[config.mk]
export PLATFORM = sky130hd
export DESIGN_NAME = light_serialiser
export DESIGN_NICKNAME = d
export VERILOG_FILES = /design/src/rtl/light_serialiser.sv
export SDC_FILE = /design/constraint.sdc
export NUM_CORES = 1
export LEC_CHECK = 0
export ABC_AREA = 1
export CAP_MARGIN = 20
export CORE_ASPECT_RATIO = 0.5
export CORE_MARGIN = 8
export CORE_UTILIZATION = 45
export DETAILED_ROUTE_END_ITERATION = 8
export PLACE_DENSITY_LB_ADDON = 0.12
export SYNTH_ARGS = -nofsm -noshare
export SYNTH_HDL_FRONTEND = slang
export SYNTH_SLANG_ARGS = --single-unit
[constraint.sdc]
create_clock -name clk -period 5.1 [get_ports clk]
set_clock_uncertainty 0.1 [all_clocks]
set_input_delay 1.02 -clock clk [delete_from_list [all_inputs] [get_ports clk]]
set_output_delay 1.02 -clock clk [all_outputs]
set_load 0.01 [all_outputs]
[src/rtl/light_serialiser.sv]
// light_serialiser: shifts a captured 24-bit {R,G,B} word out MSB first onto a
// single LED data line. Each bit occupies BIT_CYCLES clocks, and its high time
// (T1H or T0H) carries the bit value. A low latch gap follows every frame.
//
// Handshake: a word on `light` is taken at a rising edge where valid && ready.
// ready is high only while the block is idle. valid is ignored while a frame
// (SEND or LATCH) is in progress, and nothing is queued.
//
// Every output is a flop. The next-cycle value of dout is worked out from the
// next-state values, so dout rises in the cycle straight after the capture edge.
module light_serialiser #(
  parameter int BIT_CYCLES   = 10,
  parameter int T0H          = 3,
  parameter int T1H          = 7,
  parameter int LATCH_CYCLES = 50
) (
  input  logic        clk,
  input  logic        rst,
  input  logic [23:0] light,
  input  logic        valid,
  output logic        ready,
  output logic        dout,
  output logic        busy,
  output logic        done,
  output logic [1:0]  o_dbg_state
);

  localparam int CNT_MAX = (BIT_CYCLES > LATCH_CYCLES) ? BIT_CYCLES : LATCH_CYCLES;
  localparam int CW      = $clog2(CNT_MAX + 1);

  localparam logic [CW-1:0] C_BIT_LAST   = CW'(BIT_CYCLES - 1);
  localparam logic [CW-1:0] C_LATCH_LAST = CW'(LATCH_CYCLES - 1);
  localparam logic [CW-1:0] C_T0H        = CW'(T0H);
  localparam logic [CW-1:0] C_T1H        = CW'(T1H);
  localparam logic [CW-1:0] C_ONE        = CW'(1);

  typedef enum logic [1:0] {
    IDLE  = 2'd0,
    SEND  = 2'd1,
    LATCH = 2'd2
  } state_t;

  state_t        r_state;
  state_t        w_state_nxt;
  logic [CW-1:0] r_cyc;
  logic [CW-1:0] w_cyc_nxt;
  logic [4:0]    r_bit;
  logic [4:0]    w_bit_nxt;
  logic [23:0]   r_shift;
  logic [23:0]   w_shift_nxt;
  logic [CW-1:0] w_high_len;
  logic          w_done_nxt;
  logic          w_dout_nxt;

  logic r_ready;
  logic r_dout;
  logic r_busy;
  logic r_done;

  // Next-state, counter and shift-register logic; also the next dout level.
  always_comb begin
    w_state_nxt = r_state;
    w_cyc_nxt   = r_cyc;
    w_bit_nxt   = r_bit;
    w_shift_nxt = r_shift;
    w_done_nxt  = 1'b0;

    case (r_state)
      IDLE: begin
        if (valid && r_ready) begin
          w_state_nxt = SEND;
          w_shift_nxt = light;
          w_bit_nxt   = 5'd23;
          w_cyc_nxt   = '0;
        end
      end
      SEND: begin
        if (r_cyc == C_BIT_LAST) begin
          w_cyc_nxt   = '0;
          w_shift_nxt = {r_shift[22:0], 1'b0};
          if (r_bit == 5'd0) begin
            w_state_nxt = LATCH;
          end else begin
            w_bit_nxt = r_bit - 5'd1;
          end
        end else begin
          w_cyc_nxt = r_cyc + C_ONE;
        end
      end
      LATCH: begin
        if (r_cyc == C_LATCH_LAST) begin
          w_state_nxt = IDLE;
          w_cyc_nxt   = '0;
          w_done_nxt  = 1'b1;
        end else begin
          w_cyc_nxt = r_cyc + C_ONE;
        end
      end
      default: begin
        w_state_nxt = IDLE;
        w_cyc_nxt   = '0;
        w_bit_nxt   = '0;
      end
    endcase

    // The MSB of the shift register is always the bit currently being sent.
    w_high_len = w_shift_nxt[23] ? C_T1H : C_T0H;
    w_dout_nxt = (w_state_nxt == SEND) && (w_cyc_nxt < w_high_len);
  end

  // State, counters and the shift register; synchronous active-low reset.
  always_ff @(posedge clk) begin
    if (!rst) begin
      r_state <= IDLE;
      r_cyc   <= '0;
      r_bit   <= '0;
      r_shift <= '0;
    end else begin
      r_state <= w_state_nxt;
      r_cyc   <= w_cyc_nxt;
      r_bit   <= w_bit_nxt;
      r_shift <= w_shift_nxt;
    end
  end

  // Registered outputs, derived from the state being entered.
  always_ff @(posedge clk) begin
    if (!rst) begin
      r_ready <= 1'b1;
      r_dout  <= 1'b0;
      r_busy  <= 1'b0;
      r_done  <= 1'b0;
    end else begin
      r_ready <= (w_state_nxt == IDLE);
      r_busy  <= (w_state_nxt != IDLE);
      r_dout  <= w_dout_nxt;
      r_done  <= w_done_nxt;
    end
  end

  assign ready       = r_ready;
  assign dout        = r_dout;
  assign busy        = r_busy;
  assign done        = r_done;
  assign o_dbg_state = r_state;

endmodule

# Word level (Yosys, flattened, before mapping)
# Index checks and enable logic that the tools add are counted.
# classes
reduce_logical,10
addsub,2
bitwise,1
magnitude_cmp,1
muxes,18
n_eq_ne,8
# ops
op,n
$mux W24,2
$pmux W24 S2,1
$mux W6,3
$pmux W6 S3,1
$mux W5,3
$pmux W5 S3,1
$mux W2,4
$add A6 B1 Y6 const B,1
$eq A6 B4 Y1 const B,1
$eq A6 B6 Y1 const B,1
$lt A6 B3 Y1,1
$ne A2 B2 Y1 const B,3
$pmux W2 S3,1
$logic_not A5 Y1,1
$sub A5 B1 Y5 const B,1
$eq A2 B1 Y1 const B,2
$logic_not A2 Y1,2
$reduce_and A4 Y1,1
$reduce_bool A2 Y1,2
$mux W3,1
$reduce_and A3 Y1,1
$eq A2 B2 Y1 const B,1
$logic_and A1 B1 Y1,2
$reduce_and A2 Y1,1
other kinds (2),2
# totals
register_bits,41
out_inout_bits,6
wordCells,49
in_bits,27

# Logic depth before layout (Yosys ltp)
# depth
ltp_word,6
depth_mapped,15
ltp_nobuf,14

# Least setup slack after synthesis
# No wires, ideal clock.
# synth_path
path_type,input-to-reg
from,input port valid
to,register r_dout (netlist: dout)
path_slack_ns,2.806
path_buffers,0
path_stages,11
arrival_time_ns,2.130
t_required_ns,4.936
setup_ns,0.064
path_cell_list,nand2_1 -> nor3_4 -> a22oi_1 -> nand2_1 -> inv_1 -> ha_1 -> inv_1 -> nand3_1 -> nor2_1 -> nand3_1 -> nor2_1
# synth_via
elab_chain_cells,6
word_cells_on_any_way,11
cone_classes,1 x order compare; 1 x eq/ne; 7 x mux; 2 x reduce/logical
# synth_rtl
item,line_no,rtl
start: declaration,20,"input logic valid,"
$logic_and A1 B1 Y1 *,70,if (valid && r_ready) begin
$mux W24,70,
$pmux W24 S2,68,case (r_state)
$mux W3,107,w_high_len = w_shift_nxt[23] ? C_T1H : C_T0H;
$lt A6 B3 Y1,108,w_dout_nxt = (w_state_nxt == SEND) && (w_cyc_nxt < w_high_len);
$logic_and A1 B1 Y1 *,108,
end signal: assignment,136,r_dout <= w_dout_nxt;
end: declaration,56,logic r_dout;
# Mark *: on every way between the ends. The rest lies on a longest branch, timed or not. The select of a mux whose other input is x is not followed.
# A chain may end at the register's enable or synchronous reset.

# Worst setup path after layout
# Same ends and word-level chain as after synthesis.

==> reports/metrics.sh <==
FLOORPLAN.IO_PINS=33
MAX_CAP_VIOLATIONS=0
DRT-PASS1-ITER-COUNT=4
SYNTHDOMINANTAREACELLTYPE='sky130_fd_sc_hd__dfxtp_1'
YS.FLOP_TYPE='sky130_fd_sc_hd__dfxtp_1'
DETAIL-ROUTE-ANTENNA-NETS=0
TRITONCTS='done'
CRIT_PATH_CELL_TRACE='clkdlybuf4s50_1, nand2_1, nor3_4, buf_4, nor2_4, nand2_1, nand2_1, inv_1, ha_1, inv_1, nand3_1, nor2_1, nand3_1, nor2_1'
OUTCOME='completed'
POST_SYNTH_INST_COUNT=251
CTS.SINKS=41
ROUTABILITYCONGESTION=0.848
WL_PER_CELL_UM=12.8
SW_FRAC_OF_TOTAL_PCT=30.4
SYNTH.LIB_CELLS_USED.DISTINCT=28
P_INT_uW=615
NUMBER_OF_ANTENNA_VIOLATIONS_AT_THE_FIRST_CHECK_IN_GLOBAL_ROUTING=0
SYNTH.AREA.TOP_CELLS='sky130_fd_sc_hd__dfxtp_1 42%, sky130_fd_sc_hd__nand2_1 11%, sky130_fd_sc_hd__a22oi_1 9.2%'
SYNTHSIMPLEGATEAREAFRAC_PCT=24.1
CTS_MAX_LEVEL=2
DRTITER0DRC=96
FIN_SETUP_TNS_NS=0
SYN_NETS=283
ROOT_BUFFER='sky130_fd_sc_hd__clkbuf_8'
MAXIMUM_NUMBER_OF_PINS_ON_ONE_NET_BEFORE_GLOBAL_ROUTE_REPAIR=33
DIE_H_UM=62.7
SYNTH_XOR_AREA_SHARE_PCT=1.34
TYPE_OF_THE_WORST_MIN_DELAY_PATH='register to register'
YOSYS.AREA_SHARE.ADDER_PCT=3.19
POWER_PER_CELL_AREA_nW_PER_UM2=368
FMAX_ACHIEVED_MHz=341
SYNTH_TOP_CELLS_BY_COUNT='56 x sky130_fd_sc_hd__nand2_1, 41 x sky130_fd_sc_hd__dfxtp_1, 32 x sky130_fd_sc_hd__a21oi_1'
CORE_AREA_UM2=4300
CPMOSTUSEDCELL='sky130_fd_sc_hd__nand2_1'
CRIT_PATH_END_KIND='register'
CRITICAL_PATH.STARTPOINT_TYPE='input pin'
FIN_WS_NS=2.17
FINALHOLDVIOLCOUNT=0
SHARE_SEQ_OF_TOTAL_POWER_PCT=43.6
DIE_OUTLINE_WIDTH_UM=109
P_COMB_SHARE_PCT=25.3
TIMING.FINAL.SETUP_VIOLATIONS=0
LAYOUT.CORE_UTILIZATION_PCT=55.8
SYNTH-SEQ-CELLS=41
AREA_FRACTION_IN_COMPOUND_GATES_AFTER_SYNTHESIS_PCT=20.8
VIA_PER_INST=5.08
POWER.STATIC_LEAKAGE_uW=0.000934
FIRST_PASS_GRT_WIRE_LENGTH_UM=7180
POST-PLACE-WS_NS=1.86
RSZ0062_AT_GRT='false'
LATEST_CLOCK_ARRIVAL_WITHIN_THE_WORST_SKEW_PAIR_NS=0.30
VIA_COUNT_OF_THE_FIRST_GLOBAL_ROUTING_PASS=1588
TOTAL_PLACED_INSTANCE_AREA_UM2=2280
NUM_ANTENNA_CELLS=0
CRITPATHKIND='input pin to register'
DETAILED_ROUTE_DRC_ERROR_COUNT=0
POWER_SWITCHING_uW=268
SYNTH_TOP_CELL_AREA_SHARE_PCT=41.8
SYNTHESIS.YOSYS.WARNINGS=0
PLACE.PORT_BUFFERS=32
SLOWEST_STAGE='sky130_fd_sc_hd__nor2_4'
WORST_VOLTAGE_DROP_ACROSS_THE_VDD_GRID_V=0.000172
DIE_AREA_UM2=6860
TOTAL_CTS_BUFFERS=5
TOTAL_POWER_uW=883
DPL.HPWL_UM=2990
LAYOUT-DRIVE-GT1-SHARE_PCT=8.57
WORST_EP_ARRIVAL_TIME_NS=3.07
FINALINSTANCEAREA_UM2=2400
MAIN_COMBINATIONAL_CELL_FAMILY_BY_AREA_AFTER_SYNTHESIS='simple AND/OR/NAND/NOR gates'
SYNTH.MUX.AREA_FRACTION_PCT=0
ASYNC_FLOP_SHARE_PCT=0
WORST_SETUP_HOLD_PATH_CLK_SLEW_NS=0.08
LAYOUT_WORST_PATH_CYCLE_SHARE_PCT=57.5
TIMING.FINAL.CRIT_PERIOD_NS=2.93
GRT_USE_TOTAL_PCT=12.8
YOSYSMOSTFREQUENTCELL='sky130_fd_sc_hd__nand2_1'
GRT_OVERFLOW=0
DESIGN.FINAL.NETS=311
TIMING.CRITICAL_PATH.SLOWEST_CELL_DELAY_NS=0.44
MAX_ROOT_SINK_BUFFERS=2
TIMING_MAX_TRANSITION_VIOLATIONS_FINAL=0
POST_CTS.REPAIR.SETUP_BUFFERS=0
CRITPATHREQUIREDTIME_NS=5.24
SYNTH_AREA_UM2=1960
SYN2LAYOUT_AREA_GROWTH_PCT=22.1
SYNTH-EDFF-COUNT=0
WIRELENGTH_UM=4300
MAX_SLEW_HEADROOM_PCT=33.2
SYNTH_AREA_PER_INST_UM2=7.82
ROWS=17
WORST-SLEW-PIN-TRANSITION_NS=1.00
NUM_VIAS=1711
INITIAL_CORE_UTIL_PCT=45.7
CRITICAL_PATH.MAX_FANOUT=26
CTSHOLDBUFFERS=0
SYNTH.YOSYS.SEQ_AREA_SHARE_PCT=41.8
CLOCKPOWERSHARE_PCT=31.2
CTS.REPAIR.RESIZED=0
==> critical path, delay by kind of cell <==
family,cells,cell delay [ns]
buffers and inverters,4,0.73
and+or+nand+nor,9,1.13
adders and majority gates,1,0.17
==> cell usage in the layout (no fill, tap or decap), types with 2 or more instances in the layout <==
cell type                         count
sky130_fd_sc_hd__nor2_4               3
sky130_fd_sc_hd__dfxtp_1             41
sky130_fd_sc_hd__a21oi_1             32
sky130_fd_sc_hd__clkbuf_8             6
sky130_fd_sc_hd__inv_2                4
sky130_fd_sc_hd__nand2_1             56
sky130_fd_sc_hd__a22oi_1             24
sky130_fd_sc_hd__clkdlybuf4s50_1     32
sky130_fd_sc_hd__nor2_1              19
sky130_fd_sc_hd__xor2_1               3
sky130_fd_sc_hd__ha_1                 5
sky130_fd_sc_hd__a31oi_1              3
sky130_fd_sc_hd__nand4_1              3
sky130_fd_sc_hd__inv_1               19
sky130_fd_sc_hd__nand3_1              9
sky130_fd_sc_hd__o21ai_0              7
sky130_fd_sc_hd__nand2_2              2
==> area by class of cell <==
cell class	count	area, um^2
tap	57	71.3
inverter	23	86.3
timing repair buffer	33	328
sequential	41	821
multi-input combinational	175	970
clock buffer	6	82.6
clock inverter	2	37.5
fill	409	1900
==> cell families (layout without fill, tap and decap cells) <==
family                     Yosys count  in the layout
AOI/OAI and AO/OA                   68             68
adders and majority gates            5              5
and+or+nand+nor                     99             99
DFF                                 41             41
xor gates and xnor gates             3              3
buffers and inverters               35             64
==> per-layer routing <==
metal | part of all wire, % | up-vias | routed length [um] | global-route usage, %
met4 | 1.1 | 0 | 47 | 5.01
met3 | 6.3 | 8 | 272 | 5.04
li1 | - | 899 | - | -
met5 | 0 | - | 0 | 0
met1 | 48 | 774 | 2050 | 16.0
met2 | 45 | 30 | 1930 | 19.2
==> metrics by stage <==
stage | cells | hold slack (ns)
after floorplan | 251 | 0.340
after global placement | 329 | 0.352
after detailed placement | 329 | 0.355
after CTS | 337 | 0.368
after global routing | 337 | 0.386
final | 337 | 0.366
==> registers in the layout (all words and copies together) (netlist names) <==
signal and flops:
busy 1, done 1, dout 1, o_dbg_state 2
r_bit 5, r_cyc 6, r_shift 24, ready 1
==> path summary, 6_finish.rpt <==
path,startpoint,end,slack (ns),cells after the start
hold reg to reg,r_shift[2]$_SDFFE_PN0P_,r_shift[2]$_SDFFE_PN0P_,0.37,2
setup / recovery,valid,dout$_SDFF_PN0_,2.17,14
setup reg to reg,o_dbg_state[0]$_SDFF_PN0_,dout$_SDFF_PN0_,2.66,14
hold / removal,r_shift[2]$_SDFFE_PN0P_,r_shift[2]$_SDFFE_PN0P_,0.37,2
==> power by group through the flow <==
stage	combinational, uW	clock, uW	sequential, uW
2_1_floorplan	164	0	387
3_3_place_gp	222	0	391
3_5_place_dp	224	0	392
4_1_cts	225	282	385
5_1_grt	252	296	389
6_report	223	275	385
(Power assumes the default switching activity.)
